--- src/rtl/maze_cell_writer_pkg.sv ---
// Shared constants and types for the maze cell memory.
// The block drawer uses the same grid constants on the read side.
//   MAZE_W / MAZE_H : grid size in cells (29 x 13)
//   MAZE_CELLS      : total cells; address = y*MAZE_W + x, max MAZE_CELLS-1
//   ADDR_W          : memory address width
//   BLOCK_PX        : pixels per cell edge (drawer side)
//   FIFO_DEPTH      : request FIFO entries (power of 2)
package maze_cell_writer_pkg;

  localparam int MAZE_W     = 29;
  localparam int MAZE_H     = 13;
  localparam int MAZE_CELLS = MAZE_W * MAZE_H;
  localparam int ADDR_W     = 9;
  localparam int BLOCK_PX   = 8;
  localparam int FIFO_DEPTH = 4;

  localparam int X_W   = 5;
  localparam int Y_W   = 4;
  localparam int REQ_W = X_W + Y_W + 1;

  typedef enum logic [0:0] {
    ST_IDLE  = 1'b0,
    ST_CLEAR = 1'b1
  } wr_state_t;

  typedef struct packed {
    logic [X_W-1:0] x;
    logic [Y_W-1:0] y;
    logic           data;
  } cell_req_t;

  // Linear cell address, widened to ADDR_W before the multiply so the
  // largest legal cell (28,12) -> 376 cannot be truncated.
  function automatic logic [ADDR_W-1:0] cell_addr(input logic [X_W-1:0] x,
                                                   input logic [Y_W-1:0] y);
    logic [ADDR_W-1:0] xa;
    logic [ADDR_W-1:0] ya;
    xa = ADDR_W'(x);
    ya = ADDR_W'(y);
    return ya * ADDR_W'(MAZE_W) + xa;
  endfunction

  function automatic logic cell_in_bounds(input logic [X_W-1:0] x,
                                          input logic [Y_W-1:0] y);
    return (32'(x) < 32'(MAZE_W)) && (32'(y) < 32'(MAZE_H));
  endfunction

endpackage

--- src/rtl/maze_cell_writer_if.sv ---
// Cell update request channel (valid/ready).
//   req_valid : request present            (master -> slave)
//   req_ready : slave can accept           (slave -> master)
//   req_x     : cell column                (master -> slave)
//   req_y     : cell row                   (master -> slave)
//   req_data  : new cell value, 1 = wall   (master -> slave)
interface maze_cell_writer_if;
  import maze_cell_writer_pkg::*;

  logic           req_valid;
  logic           req_ready;
  logic [X_W-1:0] req_x;
  logic [Y_W-1:0] req_y;
  logic           req_data;

  modport master (output req_valid, output req_x, output req_y, output req_data,
                  input  req_ready);
  modport slave  (input  req_valid, input  req_x, input  req_y, input  req_data,
                  output req_ready);
endinterface

--- src/rtl/maze_req_fifo.sv ---
// Small synchronous FIFO holding accepted cell update requests.
//   clock, resetn : clock, synchronous active-low reset (empties the FIFO)
//   push/push_data: write one entry (ignored when full)
//   pop/pop_data  : head entry is visible on pop_data; pop removes it
//   full/empty    : status flags
//   count         : number of stored entries
module maze_req_fifo #(
  parameter int WIDTH = 10,
  parameter int DEPTH = 4
) (
  input  logic                     clock,
  input  logic                     resetn,
  input  logic                     push,
  input  logic [WIDTH-1:0]         push_data,
  input  logic                     pop,
  output logic [WIDTH-1:0]         pop_data,
  output logic                     full,
  output logic                     empty,
  output logic [$clog2(DEPTH):0]   count
);

  localparam int PTR_W = $clog2(DEPTH);
  localparam int CNT_W = PTR_W + 1;

  logic [WIDTH-1:0] mem_reg [DEPTH];
  logic [PTR_W-1:0] wr_ptr_reg;
  logic [PTR_W-1:0] rd_ptr_reg;
  logic [CNT_W-1:0] count_reg;
  logic             do_push;
  logic             do_pop;

  assign full     = (count_reg == CNT_W'(DEPTH));
  assign empty    = (count_reg == '0);
  assign count    = count_reg;
  assign pop_data = mem_reg[rd_ptr_reg];

  assign do_push = push && !full;
  assign do_pop  = pop && !empty;

  // Storage carries no reset; only the pointers define validity.
  always_ff @(posedge clock) begin
    if (do_push) begin
      mem_reg[wr_ptr_reg] <= push_data;
    end
  end

  // Pointers wrap naturally because DEPTH is a power of 2.
  always_ff @(posedge clock) begin
    if (!resetn) begin
      wr_ptr_reg <= '0;
      rd_ptr_reg <= '0;
      count_reg  <= '0;
    end else begin
      if (do_push) begin
        wr_ptr_reg <= wr_ptr_reg + PTR_W'(1);
      end
      if (do_pop) begin
        rd_ptr_reg <= rd_ptr_reg + PTR_W'(1);
      end
      count_reg <= count_reg + CNT_W'(do_push) - CNT_W'(do_pop);
    end
  end

endmodule

--- src/rtl/maze_cell_writer.sv ---
// Write-side agent for the 29x13 maze cell memory (1 bit per cell).
// Cell updates arrive over a valid/ready channel, are bounds-checked and
// queued, then committed one per cycle to the memory write port. A
// clear_req pulse sweeps every cell with clear_data; clear takes priority
// over queued writes, so writes queued around a clear land after it.
//   clock, resetn : clock, synchronous active-low reset
//   req_if        : request channel (slave side)
//   clear_req     : one-cycle pulse, fill all cells with clear_data
//   clear_data    : fill value, sampled with clear_req
//   mem_address   : registered write address
//   mem_data      : registered write data
//   mem_wren      : registered write enable
//   busy          : FIFO non-empty, clear pending, or sweep running
//   clear_done    : one-cycle pulse the cycle after the last sweep write
//   err_oob       : one-cycle pulse after an out-of-range request is consumed
module maze_cell_writer
  import maze_cell_writer_pkg::*;
(
  input  logic              clock,
  input  logic              resetn,
  maze_cell_writer_if.slave req_if,
  input  logic              clear_req,
  input  logic              clear_data,
  output logic [ADDR_W-1:0] mem_address,
  output logic              mem_data,
  output logic              mem_wren,
  output logic              busy,
  output logic              clear_done,
  output logic              err_oob
);

  localparam logic [ADDR_W-1:0] LAST_ADDR = ADDR_W'(MAZE_CELLS - 1);
  localparam int CNT_W = $clog2(FIFO_DEPTH) + 1;

  wr_state_t         state_reg, state_next;
  logic [ADDR_W-1:0] sweep_reg, sweep_next;
  logic              clear_pending_reg, clear_pending_next;
  logic              clear_fill_reg, clear_fill_next;
  logic [ADDR_W-1:0] addr_reg, addr_next;
  logic              data_reg, data_next;
  logic              wren_reg, wren_next;
  logic              done_pipe_reg;
  logic              clear_done_reg;
  logic              err_oob_reg;
  logic              last_sweep;

  cell_req_t         in_req;
  cell_req_t         head_req;
  logic [REQ_W-1:0]  fifo_pop_data;
  logic              fifo_full;
  logic              fifo_empty;
  logic [CNT_W-1:0]  fifo_count;
  logic              fifo_pop;
  logic              accept;
  logic              req_in_bounds;
  logic              fifo_push;
  logic              clear_take;

  // Ready is held low during reset so nothing is accepted mid-reset.
  assign req_if.req_ready = resetn && !fifo_full;
  assign accept           = req_if.req_valid && req_if.req_ready;
  assign in_req           = cell_req_t'({req_if.req_x, req_if.req_y, req_if.req_data});
  assign req_in_bounds    = cell_in_bounds(req_if.req_x, req_if.req_y);
  // Out-of-range requests are consumed (handshake completes) but never stored.
  assign fifo_push        = accept && req_in_bounds;
  assign head_req         = cell_req_t'(fifo_pop_data);

  maze_req_fifo #(
    .WIDTH (REQ_W),
    .DEPTH (FIFO_DEPTH)
  ) u_fifo (
    .clock     (clock),
    .resetn    (resetn),
    .push      (fifo_push),
    .push_data (in_req),
    .pop       (fifo_pop),
    .pop_data  (fifo_pop_data),
    .full      (fifo_full),
    .empty     (fifo_empty),
    .count     (fifo_count)
  );

  // A new clear is only taken when none is pending or running.
  assign clear_take = clear_req && !clear_pending_reg && (state_reg != ST_CLEAR);

  always_comb begin
    state_next         = state_reg;
    sweep_next         = sweep_reg;
    clear_pending_next = clear_pending_reg;
    clear_fill_next    = clear_fill_reg;
    addr_next          = addr_reg;
    data_next          = data_reg;
    wren_next          = 1'b0;
    fifo_pop           = 1'b0;
    last_sweep         = 1'b0;

    if (clear_take) begin
      clear_pending_next = 1'b1;
      clear_fill_next    = clear_data;
    end

    case (state_reg)
      ST_IDLE: begin
        if (clear_pending_reg) begin
          state_next         = ST_CLEAR;
          sweep_next         = '0;
          clear_pending_next = 1'b0;
        end else if (!fifo_empty) begin
          fifo_pop  = 1'b1;
          wren_next = 1'b1;
          addr_next = cell_addr(head_req.x, head_req.y);
          data_next = head_req.data;
        end
      end
      ST_CLEAR: begin
        wren_next = 1'b1;
        addr_next = sweep_reg;
        data_next = clear_fill_reg;
        if (sweep_reg == LAST_ADDR) begin
          state_next = ST_IDLE;
          last_sweep = 1'b1;
        end else begin
          sweep_next = sweep_reg + ADDR_W'(1);
        end
      end
      default: begin
        state_next = ST_IDLE;
      end
    endcase
  end

  always_ff @(posedge clock) begin
    if (!resetn) begin
      state_reg         <= ST_IDLE;
      sweep_reg         <= '0;
      clear_pending_reg <= 1'b0;
      clear_fill_reg    <= 1'b0;
      addr_reg          <= '0;
      data_reg          <= 1'b0;
      wren_reg          <= 1'b0;
      done_pipe_reg     <= 1'b0;
      clear_done_reg    <= 1'b0;
      err_oob_reg       <= 1'b0;
    end else begin
      state_reg         <= state_next;
      sweep_reg         <= sweep_next;
      clear_pending_reg <= clear_pending_next;
      clear_fill_reg    <= clear_fill_next;
      addr_reg          <= addr_next;
      data_reg          <= data_next;
      wren_reg          <= wren_next;
      // last_sweep marks the edge that registers address 376; clear_done
      // follows one cycle after that write is visible.
      done_pipe_reg     <= last_sweep;
      clear_done_reg    <= done_pipe_reg;
      err_oob_reg       <= accept && !req_in_bounds;
    end
  end

  assign mem_address = addr_reg;
  assign mem_data    = data_reg;
  assign mem_wren    = wren_reg;
  assign clear_done  = clear_done_reg;
  assign err_oob     = err_oob_reg;
  assign busy        = (fifo_count != '0) || clear_pending_reg || (state_reg == ST_CLEAR);

endmodule

--- src/flat_wrapper.sv ---
// flat-port wrapper written by rule: the top's interface ports become plain ports
module maze_cell_writer_flat import maze_cell_writer_pkg::*;
  (clock, resetn, clear_req, clear_data, mem_address, mem_data, mem_wren, busy, clear_done, err_oob, req_if_req_valid, req_if_req_x, req_if_req_y, req_if_req_data, req_if_req_ready);
  maze_cell_writer_if req_if_i ();
  input  logic clock;
  input  logic resetn;
  input  logic clear_req;
  input  logic clear_data;
  output logic [ADDR_W-1:0] mem_address;
  output logic mem_data;
  output logic mem_wren;
  output logic busy;
  output logic clear_done;
  output logic err_oob;
  input wire logic [$bits(req_if_i.req_valid)-1:0] req_if_req_valid;
  input wire logic [$bits(req_if_i.req_x)-1:0] req_if_req_x;
  input wire logic [$bits(req_if_i.req_y)-1:0] req_if_req_y;
  input wire logic [$bits(req_if_i.req_data)-1:0] req_if_req_data;
  output wire logic [$bits(req_if_i.req_ready)-1:0] req_if_req_ready;
  assign req_if_i.req_valid = req_if_req_valid;
  assign req_if_i.req_x = req_if_req_x;
  assign req_if_i.req_y = req_if_req_y;
  assign req_if_i.req_data = req_if_req_data;
  assign req_if_req_ready = req_if_i.req_ready;
  maze_cell_writer u_core (.clock(clock), .resetn(resetn), .req_if(req_if_i), .clear_req(clear_req), .clear_data(clear_data), .mem_address(mem_address), .mem_data(mem_data), .mem_wren(mem_wren), .busy(busy), .clear_done(clear_done), .err_oob(err_oob));
endmodule
--- config.mk ---
export PLATFORM = sky130hd
export DESIGN_NAME = maze_cell_writer_flat
export DESIGN_NICKNAME = d
export VERILOG_FILES = /design/src/rtl/maze_cell_writer_pkg.sv /design/src/rtl/maze_cell_writer_if.sv /design/src/rtl/maze_req_fifo.sv /design/src/rtl/maze_cell_writer.sv /design/src/flat_wrapper.sv
export SDC_FILE = /design/constraint.sdc
export NUM_CORES = 1
export LEC_CHECK = 0
export ABC_CLOCK_PERIOD_IN_PS = 9400
export CORE_UTILIZATION = 55
export DETAILED_ROUTE_END_ITERATION = 7
export PLACE_DENSITY = 0.76
export RECOVER_POWER = 25
export SYNTH_ARGS = -nofsm -noshare
export SYNTH_HDL_FRONTEND = slang
export SYNTH_HIERARCHICAL = 1
export SYNTH_SLANG_ARGS = --single-unit
--- constraint.sdc ---
create_clock -name clock -period 9.4 [get_ports clock]
set_clock_uncertainty 0.15 [all_clocks]
set_input_delay 0.94 -clock clock [delete_from_list [all_inputs] [get_ports clock]]
set_output_delay 0.94 -clock clock [all_outputs]
set_load 0.005 [all_outputs]
==> flow_summary.ini <==
[run_status]
status = completed

[drt]
drt-vias-per-instance = 5.67
drc = 0
antenna_left = 0
wl_mm = 6.75
drt_pre_antenna_iters = 4
avgRoutedWirePerCell_um = 15.4
num_vias = 2483
drt_first_iter_violations = 96

[critical_path]
cp_top_family = adder cells
max_stage_delay_ns = 0.77
critPathSlowestCell = dfxtp_1
crit_chain = mux4_2 > ha_1 > inv_1 > fa_1 > fa_1 > inv_1 > ha_1 > a2111oi_0 > o21ai_1 > and3_1 > o31ai_1
critPathMaxFanout = 10
crit_arrival_ns = 4.27
cp.required_ns = 9.51
start_kind = flip-flop
endpoint_kind = flip-flop
critPathKind = flip-flop to flip-flop
cp_num_buf_inv = 2

[synth]
yosys_warnings = 6
synthesis.area_um2 = 3850
synth_ff_type = edfxtp_1
seq_area_frac_synth_pct = 49.4
yosys-top-cells-area = edfxtp_1 31%, dfxtp_1 18%, ha_1 9.4%
avgSynthCellArea_um2 = 11.8
synth_edf_count = 40
synth_top_area_cell = edfxtp_1
yosysTopAreaCellShare_pct = 31.2
synth_nets = 376
synthArstFlopShare_pct = 0
synth_cell_types = 59
synth-seq-cells = 75
synth_cells = 325

[timing]
min_period_ns = 4.16
relSlewSlack_pct = 54.1
hold_violations = 0
slew_viol_final = 0
rsz0062_at_grt = false
whs_ns = 0.296
setup_ws_ns = 5.24
fin_setup_tns_ns = 0
finalSetupViolCount = 0
fmax_ghz = 0.241
period_share_pct = 44.2
worstMarginPinSlew_ns = 0.687

[finish]
largest_reg_flops = 40
syn_to_final_growth_pct = 13.3
antennaDiodeCount = 0
fill_cells = 526
finish.net_count = 404
final_common_cell = edfxtp_1
postLayoutCoreUtil_pct = 64.5
final_cell_mix = 40 x edfxtp_1, 35 x dfxtp_1, 29 x ha_1
drive_above_1_share_pct = 10.1

[global_routing]
antenna_found_initial = 0
grt_max_degree = 45
grt.overflow.total = 0
grt_pass1_vias = 2405
grt_use_total_pct = 20.4
grt_pass1_wl_mm = 11.5

[place]
pre_cts_slack_ns = 5.17
routabilityCongestion = 0.780
io_buffer_count = 29
hpwl_mm = 4.92

[clock_network]
htreeDepth = 3
clk_pin_slew_ns = 0.08
holdBufCountCts = 0
ctsResizeCount = 0
tritoncts = built
post_cts_buffers = 0
numCtsBuffers = 9
cts_max_path_buffers = 2
clock-sinks = 75
clk_latency_ns = 0.35
cts_root_buffer = clkbuf_8

[die]
core_area_um2 = 6760
num_rows = 30
fp.dieArea_um2 = 7330
die_y_um = 85.6
initial_core_util_pct = 56.9
die_x_um = 85.6
ios = 30

[power_and_ir_drop]
p_sw_uw = 427
peakVddDrop_mv = 0.197
power.leakage_uw = 0.00166
p_int_uw = 719
pwr_density_cell_nw_per_um2 = 263
clockPowerShare_pct = 19.9
switching_share_pct = 37.3
p_seq_share_pct = 35.3
comb_power_share_pct = 44.8

[min_path]
hold_path.class = flip-flop to flip-flop

[job]
drv_cap = 0
[logic make-up (layout without fill, tap and decap cells)]
kind of cell | count (synthesis) | after routing | synth area share [%]
AND/OR/NAND/NOR | 93 | 93 | 14.2
flip-flops | 75 | 75 | 49.4
AO/OA/AOI/OAI | 61 | 61 | 9.69
adder cells (fa/ha/maj) | 36 | 36 | 13.1
buffers and inverters | 36 | 69 | 4.23
multiplexers | 18 | 18 | 7.94
XOR/XNOR | 6 | 6 | 1.37
[synthesized netlist by cell type (3+ instances only)]
| cell type | instances |
|---|---|
| and3_1 | 5 |
| nand2_1 | 27 |
| mux2i_1 | 8 |
| fa_1 | 7 |
| dfxtp_1 | 35 |
| o21ai_0 | 28 |
| nand3_1 | 6 |
| a21oi_1 | 8 |
| xor2_1 | 4 |
| a21o_1 | 3 |
| mux4_2 | 10 |
| inv_1 | 21 |
| clkbuf_1 | 5 |
| nand4_1 | 3 |
| buf_2 | 5 |
| a211oi_1 | 3 |
| ha_1 | 29 |
| and4_1 | 3 |
| edfxtp_1 | 40 |
| and2_1 | 16 |
| and4b_1 | 3 |
| nor2b_1 | 6 |
| nor2_1 | 7 |
[cell type report]
class	instances	area, um^2	share of cell area, %
sequential	75	1900	43.6
clock inverter	7	58.8	1.35
timing repair buffer	32	313	7.18
multi-input combinational	214	1780	40.9
inverter	21	78.8	1.81
tap	80	100	2.30
clock buffer	9	124	2.84
[final timing paths]
kind / slack (ns) / start / end / cells after the start
min reg2reg: 0.30 / u_core/done_pipe_reg / u_core/clear_done / 1
min: 0.30 / u_core/done_pipe_reg / u_core/clear_done / 1
max: 5.24 / flip-flop / u_core/mem_address[8] / 11
max reg2reg: 5.24 / flip-flop / u_core/mem_address[8] / 11
[power by group through the flow]
stage	clock network [uW]	logic (uW)	registers (uW)
after CTS	234	518	406
after global placement	0	502	411
after detailed placement	0	515	413
final	228	514	404
after floorplan	0	389	400
after global routing	246	587	410
[routing by layer]
| metal | wire length, um | share of wire (%) | vias to the layer above | track usage (%) |
|---|---|---|---|---|
| met5 | 0 | 0 | - | 0 |
| met4 | 71 | 1.1 | 0 | 6.36 |
| met3 | 200 | 3.0 | 7 | 5.00 |
| met2 | 3380 | 50 | 48 | 33.8 |
| met1 | 3100 | 46 | 1190 | 26.7 |
| li1 | - | - | 1238 | - |
[through the flow]
stage | std cells | instance area [um^2] | power (uW)
2_1_floorplan | 325 | 3850 | 789
6_report | 438 | 4360 | 1150
3_5_place_dp | 422 | 4180 | 929
4_1_cts | 438 | 4360 | 1160
5_1_grt | 438 | 4360 | 1240
3_3_place_gp | 422 | 4180 | 914
Note: power is estimated with default switching activity, not from simulation.
